## src/rtl/hit_judge.sv

```systemverilog
// hit_judge: judges keypad presses against each light window and keeps game score.
// Optional STREAK_EN adds current and best hit-streak outputs.
module hit_judge #(
  parameter int unsigned CW             = 6,
  parameter bit          WRONG_KEY_MISS = 1'b1
) (
  input  logic          clk,
  input  logic          reset,
  input  logic          start,
  input  logic          light_off,
  input  logic [3:0]    light_coord,
  input  logic          key_valid,
  input  logic [3:0]    key,
  input  logic [CW-1:0] max_hits,
  input  logic [1:0]    total_lives,
  output logic [CW-1:0] points,
  output logic [CW-1:0] flicks,
  output logic [CW-1:0] misses,
  output logic [1:0]    lives_left,
  output logic          hit_pulse,
  output logic          miss_pulse,
  output logic          game_over
`ifdef STREAK_EN
  ,
  output logic [CW-1:0] streak,
  output logic [CW-1:0] best_streak
`endif
);

  typedef enum logic [2:0] {S_IDLE, S_WAIT, S_ARMED, S_JUDGED, S_DONE} state_t;

  localparam logic [CW-1:0] CNT_MAX = '1;

  state_t        r_state, w_state_nxt;
  logic          r_light_off_d, r_key_valid_d;
  logic [3:0]    r_coord, w_coord_nxt;
  logic [CW-1:0] r_points, w_points_nxt;
  logic [CW-1:0] r_flicks, w_flicks_nxt;
  logic [CW-1:0] r_misses, w_misses_nxt;
  logic [1:0]    r_lives_left, w_lives_nxt;
  logic          r_hit_pulse, w_hit_nxt;
  logic          r_miss_pulse, w_miss_nxt;
  logic          r_game_over;
`ifdef STREAK_EN
  logic [CW-1:0] r_streak, w_streak_nxt;
  logic [CW-1:0] r_best_streak;
`endif

  logic w_open, w_close, w_press, w_hit_ev, w_miss_ev, w_active, w_over;

  function automatic logic [CW-1:0] sat_inc(input logic [CW-1:0] v);
    return (v == CNT_MAX) ? v : v + CW'(1);
  endfunction

  assign w_open   = r_light_off_d & ~light_off;
  assign w_close  = ~r_light_off_d & light_off;
  assign w_press  = ~r_key_valid_d & key_valid;
  assign w_active = (r_state == S_WAIT) || (r_state == S_ARMED) || (r_state == S_JUDGED);
  assign w_over   = (r_flicks == max_hits) ||
                    ((total_lives != 2'd0) && (r_lives_left == 2'd0));

  // A wrong key coinciding with a close still yields a single miss
  assign w_hit_ev  = w_press && (key == r_coord);
  assign w_miss_ev = (w_press && !w_hit_ev && WRONG_KEY_MISS) || (w_close && !w_hit_ev);

  always_ff @(posedge clk or posedge reset) begin
    if (reset) r_state <= S_IDLE;
    else       r_state <= w_state_nxt;
  end

  always_comb begin
    w_state_nxt  = r_state;
    w_coord_nxt  = r_coord;
    w_points_nxt = r_points;
    w_flicks_nxt = r_flicks;
    w_misses_nxt = r_misses;
    w_lives_nxt  = r_lives_left;
    w_hit_nxt    = 1'b0;
    w_miss_nxt   = 1'b0;
`ifdef STREAK_EN
    w_streak_nxt = r_streak;
`endif
    if (w_active && !start) begin
      w_state_nxt = S_IDLE;
    end else if (w_active && w_over) begin
      w_state_nxt = S_DONE;
    end else begin
      case (r_state)
        S_IDLE: begin
          w_lives_nxt = total_lives;
          if (start) w_state_nxt = S_WAIT;
        end
        S_WAIT: begin
          if (w_open) begin
            w_coord_nxt = light_coord;
            w_state_nxt = S_ARMED;
          end
        end
        S_ARMED: begin
          if (w_hit_ev) begin
            w_points_nxt = sat_inc(r_points);
            w_hit_nxt    = 1'b1;
`ifdef STREAK_EN
            w_streak_nxt = sat_inc(r_streak);
`endif
          end
          if (w_miss_ev) begin
            w_misses_nxt = sat_inc(r_misses);
            w_miss_nxt   = 1'b1;
            if ((total_lives != 2'd0) && (r_lives_left != 2'd0))
              w_lives_nxt = r_lives_left - 2'd1;
`ifdef STREAK_EN
            w_streak_nxt = '0;
`endif
          end
          if (w_close) begin
            w_flicks_nxt = sat_inc(r_flicks);
            w_state_nxt  = S_WAIT;
          end else if (w_hit_ev || w_miss_ev) begin
            w_state_nxt = S_JUDGED;
          end
        end
        S_JUDGED: begin
          if (w_close) begin
            w_flicks_nxt = sat_inc(r_flicks);
            w_state_nxt  = S_WAIT;
          end
        end
        S_DONE:  w_state_nxt = S_DONE;
        default: w_state_nxt = S_IDLE;
      endcase
    end
  end

  always_ff @(posedge clk or posedge reset) begin
    if (reset) begin
      r_light_off_d <= 1'b1;
      r_key_valid_d <= 1'b1;
      r_coord       <= '0;
      r_points      <= '0;
      r_flicks      <= '0;
      r_misses      <= '0;
      r_lives_left  <= '0;
      r_hit_pulse   <= 1'b0;
      r_miss_pulse  <= 1'b0;
      r_game_over   <= 1'b0;
    end else begin
      r_light_off_d <= light_off;
      r_key_valid_d <= key_valid;
      r_coord       <= w_coord_nxt;
      r_points      <= w_points_nxt;
      r_flicks      <= w_flicks_nxt;
      r_misses      <= w_misses_nxt;
      r_lives_left  <= w_lives_nxt;
      r_hit_pulse   <= w_hit_nxt;
      r_miss_pulse  <= w_miss_nxt;
      r_game_over   <= (w_state_nxt == S_DONE);
    end
  end

`ifdef STREAK_EN
  // Best streak trails the live streak by one cycle and freezes in DONE
  always_ff @(posedge clk or posedge reset) begin
    if (reset) begin
      r_streak      <= '0;
      r_best_streak <= '0;
    end else begin
      r_streak <= w_streak_nxt;
      if ((r_state != S_DONE) && (r_streak > r_best_streak))
        r_best_streak <= r_streak;
    end
  end

  assign streak      = r_streak;
  assign best_streak = r_best_streak;
`endif

  assign points     = r_points;
  assign flicks     = r_flicks;
  assign misses     = r_misses;
  assign lives_left = r_lives_left;
  assign hit_pulse  = r_hit_pulse;
  assign miss_pulse = r_miss_pulse;
  assign game_over  = r_game_over;

endmodule

```

## config.mk

```make
export PLATFORM = sky130hd
export DESIGN_NAME = hit_judge
export DESIGN_NICKNAME = d
export VERILOG_FILES = /design/src/rtl/hit_judge.sv
export SDC_FILE = /design/constraint.sdc
export NUM_CORES = 1
export LEC_CHECK = 0
export ABC_AREA = 1
export CAP_MARGIN = 20
export CELL_PAD_IN_SITES_DETAIL_PLACEMENT = 1
export CELL_PAD_IN_SITES_GLOBAL_PLACEMENT = 1
export CORE_UTILIZATION = 34
export CTS_BUF_LIST = sky130_fd_sc_hd__clkbuf_4
export DETAILED_ROUTE_END_ITERATION = 6
export GPL_TIMING_DRIVEN = 0
export PLACE_DENSITY_LB_ADDON = 0.1
export SLEW_MARGIN = 25
export SYNTH_ARGS = -nofsm -noshare
export SYNTH_HDL_FRONTEND = slang
export SYNTH_SLANG_ARGS = --single-unit
```

## constraint.sdc

```tcl
create_clock -name clk -period 1.4 [get_ports clk]
set_clock_uncertainty 0.05 [all_clocks]
set_input_delay 0.28 -clock clk [delete_from_list [all_inputs] [get_ports clk]]
set_output_delay 0.28 -clock clk [all_outputs]
set_load 0.03 [all_outputs]
```

After elaboration in Yosys (flattened, before gate mapping) --
Cells that the tools add are included.
Word-level totals: logic and storage cells 82, output and inout bits 23, flip-flop bits (word level) 32, input port bits 21
Operators by class: reductions and logical operators 25, bitwise logic cells 11, add/sub/neg operators 4, equal/unequal tests 12, multiplexer cells 19
Operators by type and width (count):
- 3-bit 2-to-1 mux | 7
- 5-bit AND reduction | 4
- 6-bit by 1-bit adder with 6-bit output (second input constant) | 3
- 6-bit equality test (second input constant) | 3
- 3-bit one-hot mux with 5 select lines | 1
- 1-bit 2-to-1 mux | 8
- 1-bit inverter | 8
- 1-bit logical AND | 7
- 3-bit by 2-bit equality test with 1-bit output (second input constant) | 2
- 3-bit equality test (second input constant) | 2
- 6-bit equality test | 1
- 2-bit nonzero test | 3
- 1-bit logical OR | 5
- 4-bit equality test | 1
- 2-bit 2-to-1 mux | 2
- 2-bit one-hot mux with 2 select lines | 1
- 4-bit AND reduction | 1
- 1-bit bitwise AND | 3
- 3-bit by 1-bit equality test with 1-bit output (second input constant) | 1
- 3-bit zero test | 1
- 1-bit zero test | 2
- 2-bit zero test | 1
- 2-bit by 1-bit inequality test with 1-bit output (second input constant) | 1
- 2-bit inequality test (second input constant) | 1
- 2 further kinds | 2

Longest topological paths before layout --
depth in word-level cells 13, mapped depth 12, gate-level depth less buffers 11

Worst setup path before layout --
OpenSTA, ideal clock, no wires.
kind register -> register, start point reg r_flicks[0], in the netlist flicks[0], end point reg r_flicks[0], in the netlist flicks[0], library setup time 124 ps, slack -315 ps, stages on the path, launching flop included 7, required time 1226 ps, path buffers 0, data arrival time 1541 ps, clock period less this slack 1715 ps, cell sequence dfrtp_1 -> ha_1 -> nand3_1 -> nor3_1 -> nor3_2 -> nand2_8 -> xor2_2
Between the ends: word-level cells in the longest chain between the ends 5, elaborated cells between the ends (all ways) 8, those cells by class add/sub: 1; eq/ne: 2; bitwise: 2; reduce/logical: 3
Ends and longest elaborated chain:
- start, declared | RTL line 38 | logic [CW-1:0] r_flicks, w_flicks_nxt;
- start signal, assigned | RTL line 152 | r_flicks <= w_flicks_nxt;
- 6-bit equality test | RTL line 59 | assign w_over = (r_flicks == max_hits) ||
- 1-bit logical OR | RTL line 59
- 1-bit logical AND | RTL line 85 | end else if (w_active && w_over) begin
- 1-bit inverter (no line)
- 5-bit AND reduction (no line)
Parallel ways exist; a longest one is shown, timed or not. A chain may end at the register's enable or synchronous reset.

Worst setup path after layout --
Ends and elaborated chain as after synthesis.

==> results.json <==
{
  "pre_cts_slack_ps": -618,
  "layout_min_cycle_time_ps": 1580,
  "synth_edf_count": 0,
  "grt_usage": 0.191,
  "critical_path_class": "flop to flop",
  "final-setup-viol-count": 25,
  "n_antenna_cell": 0,
  "tightest_slew_ps": 695,
  "dpl_cell_area_sq_um": 2520,
  "synth_cells": 248,
  "critical_path_required_ps": 1570,
  "period_share": 1.13,
  "grt_first_pass_wirelength_mm": 8.98,
  "outcome": "finished with violations",
  "path_max_fanout": 8,
  "yosysUniqueCellTypes": 28,
  "wl_mm": 5.43,
  "antenna_found_initial": 0,
  "cp-end-kind": "flop",
  "yosys_warnings": 0,
  "drv_slew": 0,
  "start_util": 0.363,
  "gp_congestion": 0.740,
  "layout-drive-gt1-share": 0.415,
  "hold_ws_ps": 156,
  "finalSetupTns_ps": -2860,
  "clock-root-buffer": "clkbuf_4",
  "die_area_sq_um": 5890,
  "irDropWorstVdd_mv": 1.11,
  "yosysSeqAreaShare": 0.423,
  "cp_cell_sequence": "buf_4 > ha_4 > nand3_4 > nor3_4 > nor3_4 > nand2_8 > xor2_2",
  "htreeDepth": 2,
  "p_total_mw": 4.90,
  "vias": 1892,
  "violations": "negative setup slack",
  "maxCapViolations": 0,
  "async_reset_ff_frac": 1.00,
  "core-area_sq_um": 5240,
  "syn_avg_cell_area_sq_um": 7.66,
  "hold_viol_final": 0,
  "finalCoreUtilization": 0.554,
  "cts_hold_buf": 0,
  "final_cells": 395,
  "stdcell_area_sq_um": 2900,
  "path_clk_slew_ps": 110,
  "postRouteAntennaNets": 0,
  "worst_slack_ps": -183,
  "grt_overflow": 0,
  "syn_nets": 273,
  "drc": 0,
  "dieHeight_um": 76.7,
  "final_nets": 349,
  "placed_cells": 361,
  "start_kind": "flop",
  "max_clock_freq_mhz": 632,
  "ys_ff_latch": 32,
  "first_global_vias": 1957,
  "area_growth_pct": 52.8,
  "io_buffers": 43,
  "cts_buffer_depth": 2,
  "slew_headroom": 0.536,
  "drt-vias-per-instance": 4.79,
  "slowest_delay_ps": 450,
  "synth_ff_type": "dfrtp_1",
  "dp_hpwl_mm": 3.65,
  "cts_tree": "done",
  "clock_latency_ps": 330,
  "drt-pass1-iter-count": 4,
  "hp-class": "input pin to flop",
  "rows": 26,
  "ios": 44,
  "p_per_area_nw_per_um2": 1690,
  "slowest_stage": "dfrtp_2",
  "cts_buffers": 5,
  "leakagePower_nw": 1.42,
  "drt_iter0_markers": 59,
  "worst_path_most_repeated_cell": "nor3_4",
  "grt_max_degree": 33,
  "crit_arrival_ps": 1750,
  "clock_sinks": 32,
  "avgRoutedWirePerCell_um": 13.7,
  "syn-cell-area_sq_um": 1900,
  "grt_setup_unrepaired": "yes",
  "die_w_um": 76.7
}
cell usage after synthesis (2+ instances only):
master | number | area (sq um)
dfrtp_1 | 30 | 751
nor2_2 | 2 | 12.5
inv_1 | 38 | 143
a21oi_1 | 3 | 15.0
o21ai_0 | 13 | 65.1
nand3_1 | 18 | 90.1
o21ai_1 | 4 | 20.0
nand2_1 | 68 | 255
nor2_1 | 22 | 82.6
inv_2 | 4 | 15.0
dfstp_2 | 2 | 52.6
xor2_1 | 10 | 87.6
ha_1 | 4 | 50.1
o22ai_1 | 2 | 12.5
nand3_2 | 5 | 50.1
nand2_2 | 3 | 18.8
xnor2_1 | 5 | 43.8
nor3_1 | 5 | 25.0
power by group:
group / total [mW] / internal (mW) / switching [mW]
Combinational: 2.74 / 1.17 / 1.58
Sequential: 1.46 / 1.19 / 0.265
Clock: 0.701 / 0.365 / 0.336
flip-flops by register name, indices dropped and copies added (netlist names):
register,flops
flicks,6
misses,6
points,6
r_coord,4
r_state,3
lives_left,2
game_over,1
hit_pulse,1
miss_pulse,1
r_key_valid_d,1
r_light_off_d,1
worst max-delay path, delay by kind of cell (launching register included):
family	cells	cell delay (ps)
xor+xnor	1	160
fa+ha+maj	1	160
buf+inv	1	150
flops	1	450
simple gates	4	500
path summary, 6_finish.rpt:
path	startpoint	to	slack [ps]	cells after the start
worst max register to register	flicks[0]$_DFFE_PP0P_	flicks[0]$_DFFE_PP0P_	-180	7
max in group asynchronous	reset	lives_left[1]$_DFFE_PP0P_	470	2
worst min-delay path	key_valid	r_key_valid_d$_DFF_PP1_	160	1
min in group asynchronous	reset	game_over$_DFF_PP0_	340	2
worst max-delay path	flicks[0]$_DFFE_PP0P_	flicks[0]$_DFFE_PP0P_	-180	7
worst min register to register	r_coord[2]$_DFFE_PP0P_	r_coord[2]$_DFFE_PP0P_	470	2
logic make-up (layout without fill, tap and decap cells):
group | after synthesis | in the layout | share of synthesized area
and+or+nand+nor | 130 | 130 | 0.320
adders and majority gates | 4 | 4 | 0.0264
xor gates and xnor gates | 16 | 16 | 0.0777
buffers and inverters | 43 | 120 | 0.0889
DFF | 32 | 32 | 0.423
AOI/OAI and AO/OA | 23 | 23 | 0.0639
cell usage in the layout (no fill, tap or decap), types with 12 or more instances in the layout:
master           synthesis  final
buf_2                    0     16
buf_4                    0     20
clkdlybuf4s50_1          0     17
dfrtp_1                 30     17
dfrtp_2                  0     13
inv_1                   38     30
nand2_1                 68     55
nand3_1                 18     14
nor2_1                  22     13
o21ai_1                  4     12
final cells by class:
class	count	area (sq um)
fill	642	2330
multi-input combinational	173	1160
sequential	32	820
timing repair buffer	69	579
inverter	42	165
tap	70	87.6
clock buffer	5	37.5
clock inverter	3	37.5
buffer	1	20.0
layer usage:
metal  routed length (um)  global-route usage  share of wire
met1                 2400               0.235           0.44
met2                 2820               0.343           0.52
met3                  183              0.0405          0.034
met4                   21              0.0385         0.0039
met5                    0                   0              0
timing repair:
item,in CTS,in global routing
gates cloned,1,0
pin swaps,11,12
endpoints found under the setup margin,50,43
setup buffers,14,11
gates resized for setup,118,49
No activity file was read; power rests on OpenSTA's default activity.
